<file path="src/rtl/qupls4_queue_arbiter.sv">
// Round-robin arbiter sharing the 16-queue bank among NREQ requesters: issues one-hot
// queue strobes and returns fixed-latency read data and tag to the issuing requester.
module qupls4_queue_arbiter #(
   parameter int NREQ   = 4,
   parameter int RD_LAT = 3,
   parameter int TAGW   = 8
) (
   input  logic                 clk,
   input  logic                 rst,
   input  logic                 flush,
   input  logic [NREQ-1:0]      req_valid,
   output logic [NREQ-1:0]      req_ready,
   input  logic [2*NREQ-1:0]    req_cmd,
   input  logic [4*NREQ-1:0]    req_qid,
   input  logic [16*NREQ-1:0]   req_addr,
   input  logic [64*NREQ-1:0]   req_data,
   input  logic [TAGW*NREQ-1:0] req_tag,
   output logic [15:0]          q_rst,
   output logic [15:0]          q_rd,
   output logic [15:0]          q_wr,
   output logic [15:0]          q_addr,
   output logic [63:0]          q_wr_data,
   input  logic [63:0]          q_rd_data [16],
   output logic [NREQ-1:0]      rsp_valid,
   output logic [63:0]          rsp_data,
   output logic [TAGW-1:0]      rsp_tag,
   output logic [NREQ-1:0]      done_valid,
   output logic [TAGW-1:0]      done_tag
);

   localparam int PW = $clog2(NREQ);

   typedef enum logic [1:0] {
      CMD_NOP = 2'b00,
      CMD_RST = 2'b01,
      CMD_RD  = 2'b10,
      CMD_WR  = 2'b11
   } cmd_e;

   typedef struct packed {
      logic            valid;
      logic [PW-1:0]   req;
      logic [3:0]      qid;
      logic [TAGW-1:0] tag;
   } ret_t;

   logic [PW-1:0]   r_rr_ptr;
   logic [15:0]     r_q_rst;
   logic [15:0]     r_q_rd;
   logic [15:0]     r_q_wr;
   logic [15:0]     r_q_addr;
   logic [63:0]     r_q_wr_data;
   logic [NREQ-1:0] r_done_valid;
   logic [TAGW-1:0] r_done_tag;
   logic [63:0]     r_rsp_data;
   ret_t            r_pipe [RD_LAT];
   ret_t            r_ret;

   logic [15:0]     w_busy_q;
   logic [NREQ-1:0] w_elig;
   logic            w_gnt_any;
   logic [PW-1:0]   w_gnt_idx;
   cmd_e            w_g_cmd;
   logic [3:0]      w_g_qid;
   logic [15:0]     w_g_addr;
   logic [63:0]     w_g_data;
   logic [TAGW-1:0] w_g_tag;

   // Queues with a read still in the pipe or on the response port; resets to them must wait.
   // NOTE: every combinational output gets a default first so no path leaves it unassigned (no latch).
   always_comb begin
      w_busy_q = '0;
      for (int s = 0; s < RD_LAT; s++)
         if (r_pipe[s].valid) w_busy_q[r_pipe[s].qid] = 1'b1;
      if (r_ret.valid) w_busy_q[r_ret.qid] = 1'b1;
   end

   always_comb begin
      w_elig = '0;
      for (int i = 0; i < NREQ; i++)
         w_elig[i] = req_valid[i] &&
                     !((cmd_e'(req_cmd[2*i +: 2]) == CMD_RST) && w_busy_q[req_qid[4*i +: 4]]);
   end

   always_comb begin : grant_comb
      int v_idx;
      v_idx     = 0;
      w_gnt_any = 1'b0;
      w_gnt_idx = '0;
      req_ready = '0;
      for (int k = 0; k < NREQ; k++) begin
         v_idx = int'(r_rr_ptr) + k;
         if (v_idx >= NREQ) v_idx = v_idx - NREQ;
         if (!w_gnt_any && w_elig[PW'(v_idx)]) begin
            w_gnt_any = 1'b1;
            w_gnt_idx = PW'(v_idx);
         end
      end
      if (flush || rst) w_gnt_any = 1'b0;
      if (w_gnt_any) req_ready[w_gnt_idx] = 1'b1;
   end

   always_comb begin
      w_g_cmd  = CMD_NOP;
      w_g_qid  = '0;
      w_g_addr = '0;
      w_g_data = '0;
      w_g_tag  = '0;
      for (int i = 0; i < NREQ; i++) begin
         if (w_gnt_idx == PW'(i)) begin
            w_g_cmd  = cmd_e'(req_cmd[2*i +: 2]);
            w_g_qid  = req_qid[4*i +: 4];
            w_g_addr = req_addr[16*i +: 16];
            w_g_data = req_data[64*i +: 64];
            w_g_tag  = req_tag[TAGW*i +: TAGW];
         end
      end
   end

   always_ff @(posedge clk) begin
      if (rst) begin
         r_rr_ptr     <= '0;
         r_q_rst      <= '0;
         r_q_rd       <= '0;
         r_q_wr       <= '0;
         r_q_addr     <= '0;
         r_q_wr_data  <= '0;
         r_done_valid <= '0;
         r_done_tag   <= '0;
         r_rsp_data   <= '0;
         r_ret        <= '0;
         // NOTE: the return pipe is reset because its valid bits gate responses and hazards.
         for (int s = 0; s < RD_LAT; s++) r_pipe[s] <= '0;
      end else begin
         r_q_rst      <= '0;
         r_q_rd       <= '0;
         r_q_wr       <= '0;
         r_done_valid <= '0;
         r_pipe[0]    <= '0;
         for (int s = 1; s < RD_LAT; s++)
            r_pipe[s] <= flush ? '0 : r_pipe[s-1];
         r_ret <= flush ? '0 : r_pipe[RD_LAT-1];
         if (r_pipe[RD_LAT-1].valid && !flush)
            r_rsp_data <= q_rd_data[r_pipe[RD_LAT-1].qid];

         if (w_gnt_any) begin
            r_rr_ptr    <= (w_gnt_idx == PW'(NREQ-1)) ? '0 : w_gnt_idx + PW'(1);
            r_q_addr    <= w_g_addr;
            r_q_wr_data <= w_g_data;
            case (w_g_cmd)
               CMD_RD: begin
                  r_q_rd[w_g_qid] <= 1'b1;
                  r_pipe[0] <= '{valid: 1'b1, req: w_gnt_idx, qid: w_g_qid, tag: w_g_tag};
               end
               CMD_RST: begin
                  r_q_rst[w_g_qid]        <= 1'b1;
                  r_done_valid[w_gnt_idx] <= 1'b1;
                  r_done_tag              <= w_g_tag;
               end
               CMD_WR: begin
                  r_q_wr[w_g_qid]         <= 1'b1;
                  r_done_valid[w_gnt_idx] <= 1'b1;
                  r_done_tag              <= w_g_tag;
               end
               CMD_NOP: begin
                  r_done_valid[w_gnt_idx] <= 1'b1;
                  r_done_tag              <= w_g_tag;
               end
            endcase
         end
      end
   end

   always_comb begin
      rsp_valid = '0;
      if (r_ret.valid) rsp_valid[r_ret.req] = 1'b1;
   end

   assign rsp_tag    = r_ret.tag;
   assign rsp_data   = r_rsp_data;
   assign q_rst      = r_q_rst;
   assign q_rd       = r_q_rd;
   assign q_wr       = r_q_wr;
   assign q_addr     = r_q_addr;
   assign q_wr_data  = r_q_wr_data;
   assign done_valid = r_done_valid;
   assign done_tag   = r_done_tag;

endmodule

</file>
<file path="config.mk">
export PLATFORM = sky130hd
export DESIGN_NAME = qupls4_queue_arbiter
export DESIGN_NICKNAME = d
export VERILOG_FILES = /design/src/rtl/qupls4_queue_arbiter.sv
export SDC_FILE = /design/constraint.sdc
export NUM_CORES = 1
export LEC_CHECK = 0
export BUFFER_PORTS_ARGS = -buffer_cell sky130_fd_sc_hd__buf_4
export CAP_MARGIN = 15
export CORE_AREA = 5 5 635 637
export CTS_CLUSTER_SIZE = 30
export DETAILED_ROUTE_END_ITERATION = 6
export DIE_AREA = 0 0 640 642
export GPL_TIMING_DRIVEN = 0
export PLACE_DENSITY_LB_ADDON = 0.3
export SLEW_MARGIN = 25
export SYNTH_ARGS = -nofsm -noshare
export SYNTH_HDL_FRONTEND = slang
export SYNTH_SLANG_ARGS = --single-unit
</file>
<file path="constraint.sdc">
create_clock -name clk -period 7.2 [get_ports clk]
set_input_delay 0.36 -clock clk [delete_from_list [all_inputs] [get_ports clk]]
set_output_delay 0.36 -clock clk [all_outputs]
set_load 0.005 [all_outputs]
</file>
==> results of run 1 <==
critical path, cell delays in order (launching register included):
cell and delay (ps):
dfxtp_4 520, or3b_1 480, o32a_1 330, o221ai_2 150, mux2i_1 120, mux4_2 500, a41oi_4 390, a22oi_1 180
o21ai_0 460, or2_2 220, ha_1 140, clkbuf_1 400, clkbuf_2 340, buf_16 190, clkbuf_2 350, buf_16 190
clkbuf_1 450, nor2_1 100, a21oi_1 120, o21ai_0 80, dlygate4sd3_1 600, nand2_1 70, o21ai_0 70
layer usage:
metal | part of all wire (%) | vias to the layer above
met5 | 0.23 | -
met4 | 5.2 | 96
met3 | 7.8 | 557
met2 | 51 | 1745
met1 | 36 | 14440
li1 | - | 11918
registers in the layout (all words and copies together) (netlist names):
register,count
q_addr,16
r_ret,7
q_wr,16
r_pipe,45
done_tag,8
rsp_data,64
q_rst,16
rsp_tag,8
q_rd,16
done_valid,4
q_wr_data,64
r_rr_ptr,2
Yosys cell counts, drive strengths merged (2+ instances only):
library cell / count / area (um2)
a21oi: 233 / 1170
inv: 15 / 56.3
a211oi: 18 / 135
or2: 11 / 68.8
o2111ai: 2 / 17.5
nor4: 3 / 18.8
o22a: 2 / 17.5
o21a: 2 / 15.0
nor2: 251 / 942
o32ai: 4 / 35.0
o21ai: 169 / 850
nand3: 8 / 40.0
o221ai: 2 / 23.8
nand2: 391 / 1470
dfxtp: 266 / 5330
buf: 60 / 305
mux4: 325 / 7320
or3: 2 / 12.5
mux2i: 7 / 70.1
clkbuf: 158 / 593
a22oi: 25 / 188
nand2b: 89 / 557
nand3b: 11 / 95.1
o2111a: 2 / 22.5
and2: 55 / 344
or3b: 9 / 78.8
nor2b: 11 / 68.8
o22ai: 26 / 163
ha: 4 / 50.1
a41oi: 4 / 87.6
o41ai: 4 / 35.0
a221oi: 2 / 17.5
nand4: 2 / 12.5
o32a: 2 / 20.0
nor3: 17 / 90.1
worst paths after layout:
check                     start       endpoint  slack, ps
setup / recovery      r_ret[14]  q_wr_data[42]        560
hold / removal    req_data[250]  q_wr_data[58]         90
setup reg to reg      r_ret[14]  q_wr_data[42]        560
hold reg to reg    r_pipe[0][5]   r_pipe[1][5]        420
cell type report:
type / count / area share, %
Antenna cell: 139 / 0.810
Buffer: 216 / 2.33
Clock buffer: 54 / 2.69
Clock inverter: 23 / 0.618
Inverter: 15 / 0.131
Multi-Input combinational cell: 1708 / 33.3
Sequential cell: 266 / 12.4
Tap cell: 5265 / 15.3
Timing Repair Buffer: 1745 / 32.4
power breakdown:
group | internal, W | total (W) | switching [W]
Clock | 0.00126 | 0.00223 | 0.000969
Sequential | 0.00160 | 0.00168 | 0.0000766
Combinational | 0.00137 | 0.00336 | 0.00200
cell families after synthesis:
family	count (synthesis)	synth area share [%]
AND/OR/NAND/NOR	863	18.7
AO/OA/AOI/OAI	508	14.2
multiplexers	333	36.2
flip-flops	266	26.0
buffers and inverters	233	4.67
adder cells (fa/ha/maj)	4	0.245
metrics by stage:
| step | hold slack [ps] | TNS [ps] | std cells | setup WS (ps) |
|---|---|---|---|---|
| floorplan | 406 | 0 | 2207 | 2050 |
| CTS | 0.448 | 0 | 9293 | 24.5 |
| finish | 89.4 | 0 | 9431 | 562 |
| global placement | 407 | -419780 | 9096 | -4970 |
| global route | 56.8 | 0 | 9391 | 55.2 |
| detailed placement | 412 | -6070 | 9130 | -513 |
what timing repair did:
| action | CTS | global route |
|---|---|---|
| gates resized for setup | 7 | 5 |
| hold endpoints to repair | 74 | 0 |
| buffers inserted | 2 | 0 |
| hold buffers | 85 | 0 |
| endpoints found under the setup margin | 32 | 10 |
==> results.tsv, run 1 <==
metric	value	unit
first_pass_iters	5	
cts_tree	yes	
vias	28756	
skew	48.2	ps
multi_input_area	0.0143	mm2
root_buffer	clkbuf_16	
max-slew-margin-rel	23.2	%
final_nets	5405	
use_met2	28.9	%
dpl.hpwl	316000	um
syn_area	0.0204	mm2
placed_area	0.0402	mm2
overflow	0	
cts_max_level	2	
fill_cells	46159	
met3_usage	4.40	%
grt_use_total	16.0	%
start_util	5.15	%
finalPower	0.00727	W
max_clock_freq	0.151	GHz
routed_via_density	3.05	
yosysSeqAreaShare	26.0	%
tightest_slew	1150	ps
rsz0062_at_grt	no	
seq_area	0.00533	mm2
r2r_cells	22	
grt_pass1_vias	28778	
power_leakage	15.9	nW
drive_above_1_share	54.5	%
ir_drop	0.000162	V
grt_max_degree	16	
hold_path_class	in -> reg	
die_w	640	um
antenna_found_initial	278	
avgSynthCellArea	9.27	um2
synthesis.nets	3618	
netlist_instances	2207	
grt.met1_usage	17.2	%
hold_viol_final	0	
clk_pin_slew	60	ps
area_growth	110	%
drt_iter0_markers	2676	
status	finished, final reports clean	
ioPinCount	1627	
fin_util	10.8	%
arrival	7190	ps
die_h	642	um
clockBufferDepth	3	
drv_slew	0	
cp-start-kind	register	
finalSetupViolCount	0	
endpoint_kind	register	
numCtsBuffers	42	
drtAntennaViolNets	0	
synth_cell_types	62	
finalCritPeriodShare	92.2	%
layout_common_cells	buf_4, nand2_1, mux4_2	
crit_type	reg -> reg	
cts.sinks	266	
portBuffers	1624	
insertion_delay	680	ps
synth_ff_type	dfxtp_1	
synth_edf_count	0	
hold_depth	5	
synth_seq_cells	266	
route.detailed.drc	0	
max_cap_violations	0	
fin_area	0.0429	mm2
yosys_warnings	0	
path_max_fanout	10	
fin_crit	6640	ps
powerDensity	169	mW/mm2
final_common_cell	buf_4	
cp.required	7750	ps
routabilityCongestion	0.983	
grt_pass1_wl	405000	um
die_area	0.411	mm2
rows	232	
top_usage_layer	met2	
wirelength	343000	um
coreArea	0.397	mm2
routedWlPerCell	36.3	um
async_flop_share	0	%
No activity file was read; power rests on OpenSTA's default activity.
==> run 2, diff against run 1 <==
--- a/config.mk
+++ b/config.mk
@@ -7,10 +7,10 @@
 export LEC_CHECK = 0
 export BUFFER_PORTS_ARGS = -buffer_cell sky130_fd_sc_hd__buf_4
 export CAP_MARGIN = 15
-export CORE_AREA = 5 5 635 637
+export CORE_AREA = 2 2 632 634
 export CTS_CLUSTER_SIZE = 30
 export DETAILED_ROUTE_END_ITERATION = 6
-export DIE_AREA = 0 0 640 642
+export DIE_AREA = 0 0 634 636
 export GPL_TIMING_DRIVEN = 0
 export PLACE_DENSITY_LB_ADDON = 0.3
 export SLEW_MARGIN = 25
==> run 2 against run 1 <==
Clock power is 2% lower. Cell area is 0.66% lower. Critical endpoint is now req_ready[3]. Routed wire length is 0.91% lower. Largest cell class unchanged. Final cell count is 0.57% lower. Via count hardly changed. Sequential cell count stayed put. Highest routed layer unchanged. Die area is 1.9% lower. Power is 1.1% lower. Sequential power hardly changed. Critical path type is now reg -> out. Clock skew is 13 ps lower.
==> results.tsv, run 2 (synthesis gave the netlist of run 1 again) <==
metric	value	unit	change
crit_type	reg -> out		
p_switching	0.00298	W	-1.9%
drt_iter0_markers	2712		+1.3%
holdWs	79.2	ps	-10.2 ps
finalSetupViolCount	0		unchanged
final_nets	5388		-0.31%
rows	232		unchanged
arrival	6110	ps	-1080 ps
clockBufferDepth	3		unchanged
tightest_slew	1030	ps	-125 ps
first_pass_iters	6		+1
grt_max_degree	13		-3
endpoint	req_ready[3]		
dp_cells	9135		+0.055%
final_common_cell	buf_4		
power_frac_comb	46.2	%	about the same
finalCritPeriodShare	89.8	%	-2.4 points
endpoint_kind	output pin		
setup-tns-final	0	ps	unchanged
skew	35.6	ps	-12.6 ps
power_leakage	15.8	nW	-0.58%
drv_slew	0		unchanged
hold_path.startpoint	req_data[217]		
fin_crit	6470	ps	-172 ps
vias	28759		+0.010%
r2r_start	r_ret[14]		
routedWlPerCell	36.2	um	-0.34%
rsz0062_at_grt	no		
cts_max_level	2		unchanged
layout_common_cells	buf_4, nand2_1, mux4_2		
route.detailed.drc	0		unchanged
p_clk_share	30.5	%	about the same
r2r_end	done_tag[7]		
grt_pass1_wl	401000	um	-1.1%
numCtsBuffers	40		-4.8%
final_cell_count_no_fill	9377		-0.57%
insertion_delay	670	ps	about the same
clk_pin_slew	60	ps	about the same
status	finished, final reports clean		
path_max_fanout	10		unchanged
routed_via_density	3.07		+0.59%
max_clock_freq	0.155	GHz	+2.7%
cts.sinks	266		unchanged
coreArea	0.397	mm2	about the same
powerDensity	169	mW/mm2	-0.46%
max-slew-margin-rel	31.5	%	+8.3 points
start_util	5.15	%	about the same
seq_power_share	23.3	%	+0.2 points
antenna_found_initial	268		-3.6%
swShare	41.5	%	-0.33 points
max_cap_violations	0		unchanged
fin_util	10.7	%	-0.064 points
cts_tree	yes		
hold_path_class	in -> reg		
p_int	0.00420	W	-0.55%
r2r_cells	24		+9.1%
overflow	0		unchanged
fill_cells	46293		+0.29%
die_h	636	um	-0.93%
portBuffers	1624		unchanged
cp-start-kind	register		
dpl.hpwl	313000	um	-0.80%
cp-startpoint	r_ret[14]		
die_w	634	um	-0.94%
area_growth	108	%	
finalPower	0.00719	W	-1.1%
routabilityCongestion	1.01		+2.6%
ir_drop	0.000180	V	+11%
wirelength	340000	um	-0.91%
drtAntennaViolNets	0		unchanged
grt_use_total	16.2	%	+0.27 points
ioPinCount	1627		unchanged
rrSetupSlack	770	ps	+210 ps
root_buffer	clkbuf_16		
die_area	0.403	mm2	-1.9%
hold_viol_final	0		unchanged
drive_above_1_share	54.8	%	+0.27 points
cp.required	6840	ps	-910 ps
grt_pass1_vias	28320		-1.6%
## run 2: cell types whose count changed in the layout (fill, tap and decap cells not counted), moves of 3 or more
cell / before / now
diode_2: 139 / 105
dlygate4sd3_1: 85 / 60
a21oi_2: 3 / 11
a21oi_1: 226 / 220
clkbuf_1: 108 / 114
buf_8: 1 / 6
clkbuf_2: 49 / 44
buf_6: 4 / 7
clkbuf_4: 7 / 4
nor2_1: 248 / 251
nor2_2: 3 / 0
## run 2: routing by layer
layer | vias to the layer above | track usage, % | part of all wire (%)
li1 | 11856 | - | -
met1 | 14509 | 17.1 | 35
met2 | 1797 | 29.8 | 52
met3 | 529 | 4.51 | 7.7
met4 | 68 | 7.21 | 4.9
met5 | - | 0 | 0.13
## run 2: power groups by stage
stage / sequential [W] / clock [W] / combinational, W
2_1_floorplan: 0.00170 / 0 / 0.00110
3_3_place_gp: 0.00170 / 0 / 0.00328
3_5_place_dp: 0.00170 / 0 / 0.00343
4_1_cts: 0.00167 / 0.00232 / 0.00347
5_1_grt: 0.00169 / 0.00235 / 0.00360
6_report: 0.00167 / 0.00219 / 0.00332
## run 2: worst min-delay path by stage
| stage | slack [ps] | depth (start not counted) | to |
|---|---|---|---|
| final | 80 | 5 | q_wr_data[25] |
| after detailed placement | 410 | 1 | r_pipe[2][7] |
| after global routing | 40 | 5 | q_addr[1] |
| after global placement | 410 | 1 | r_pipe[1][4] |
| after floorplan | 410 | 1 | r_pipe[1][0] |
| after CTS | 0.7 | 5 | q_wr_data[25] |
## run 2: timing repair
item                                    4_1_cts  5_1_grt
setup buffers                                 0        3
gates resized for setup                       0        1
hold buffers                                 60        0
endpoints found under the setup margin        0        9
hold endpoints to repair                     60        0
## run 2: stage by stage
step | instance area, um2 | setup WS (ps)
3_5_place_dp | 40300 | 93.2
2_1_floorplan | 20400 | 2050
4_1_cts | 42300 | 78.5
6_report | 42600 | 735
5_1_grt | 42500 | 49.3
3_3_place_gp | 39200 | -3670
## run 2: final cells by class
| class | count | area, um2 | share of cell area (%) |
|---|---|---|---|
| antenna | 105 | 263 | 0.616 |
| buffer | 217 | 987 | 2.32 |
| clock buffer | 49 | 1090 | 2.57 |
| clock inverter | 23 | 295 | 0.693 |
| inverter | 15 | 56.3 | 0.132 |
| multi-input combinational | 1708 | 14200 | 33.4 |
| sequential | 266 | 5330 | 12.5 |
| tap | 5265 | 6590 | 15.5 |
| timing repair buffer | 1729 | 13800 | 32.3 |
## run 2: worst max-delay path: stages, from the launching register on
cell and delay (ps):
dfxtp_1 520, nand3b_1 220, o32ai_1 510, nor2_1 160
mux4_2 500, a311o_1 400, o21a_1 210, a22o_1 250
and2_1 180, nor2_1 170, ha_1 170, clkbuf_2 350
clkbuf_2 410, clkbuf_2 290, buf_12 190, clkbuf_1 400
and2_1 280, buf_4 210
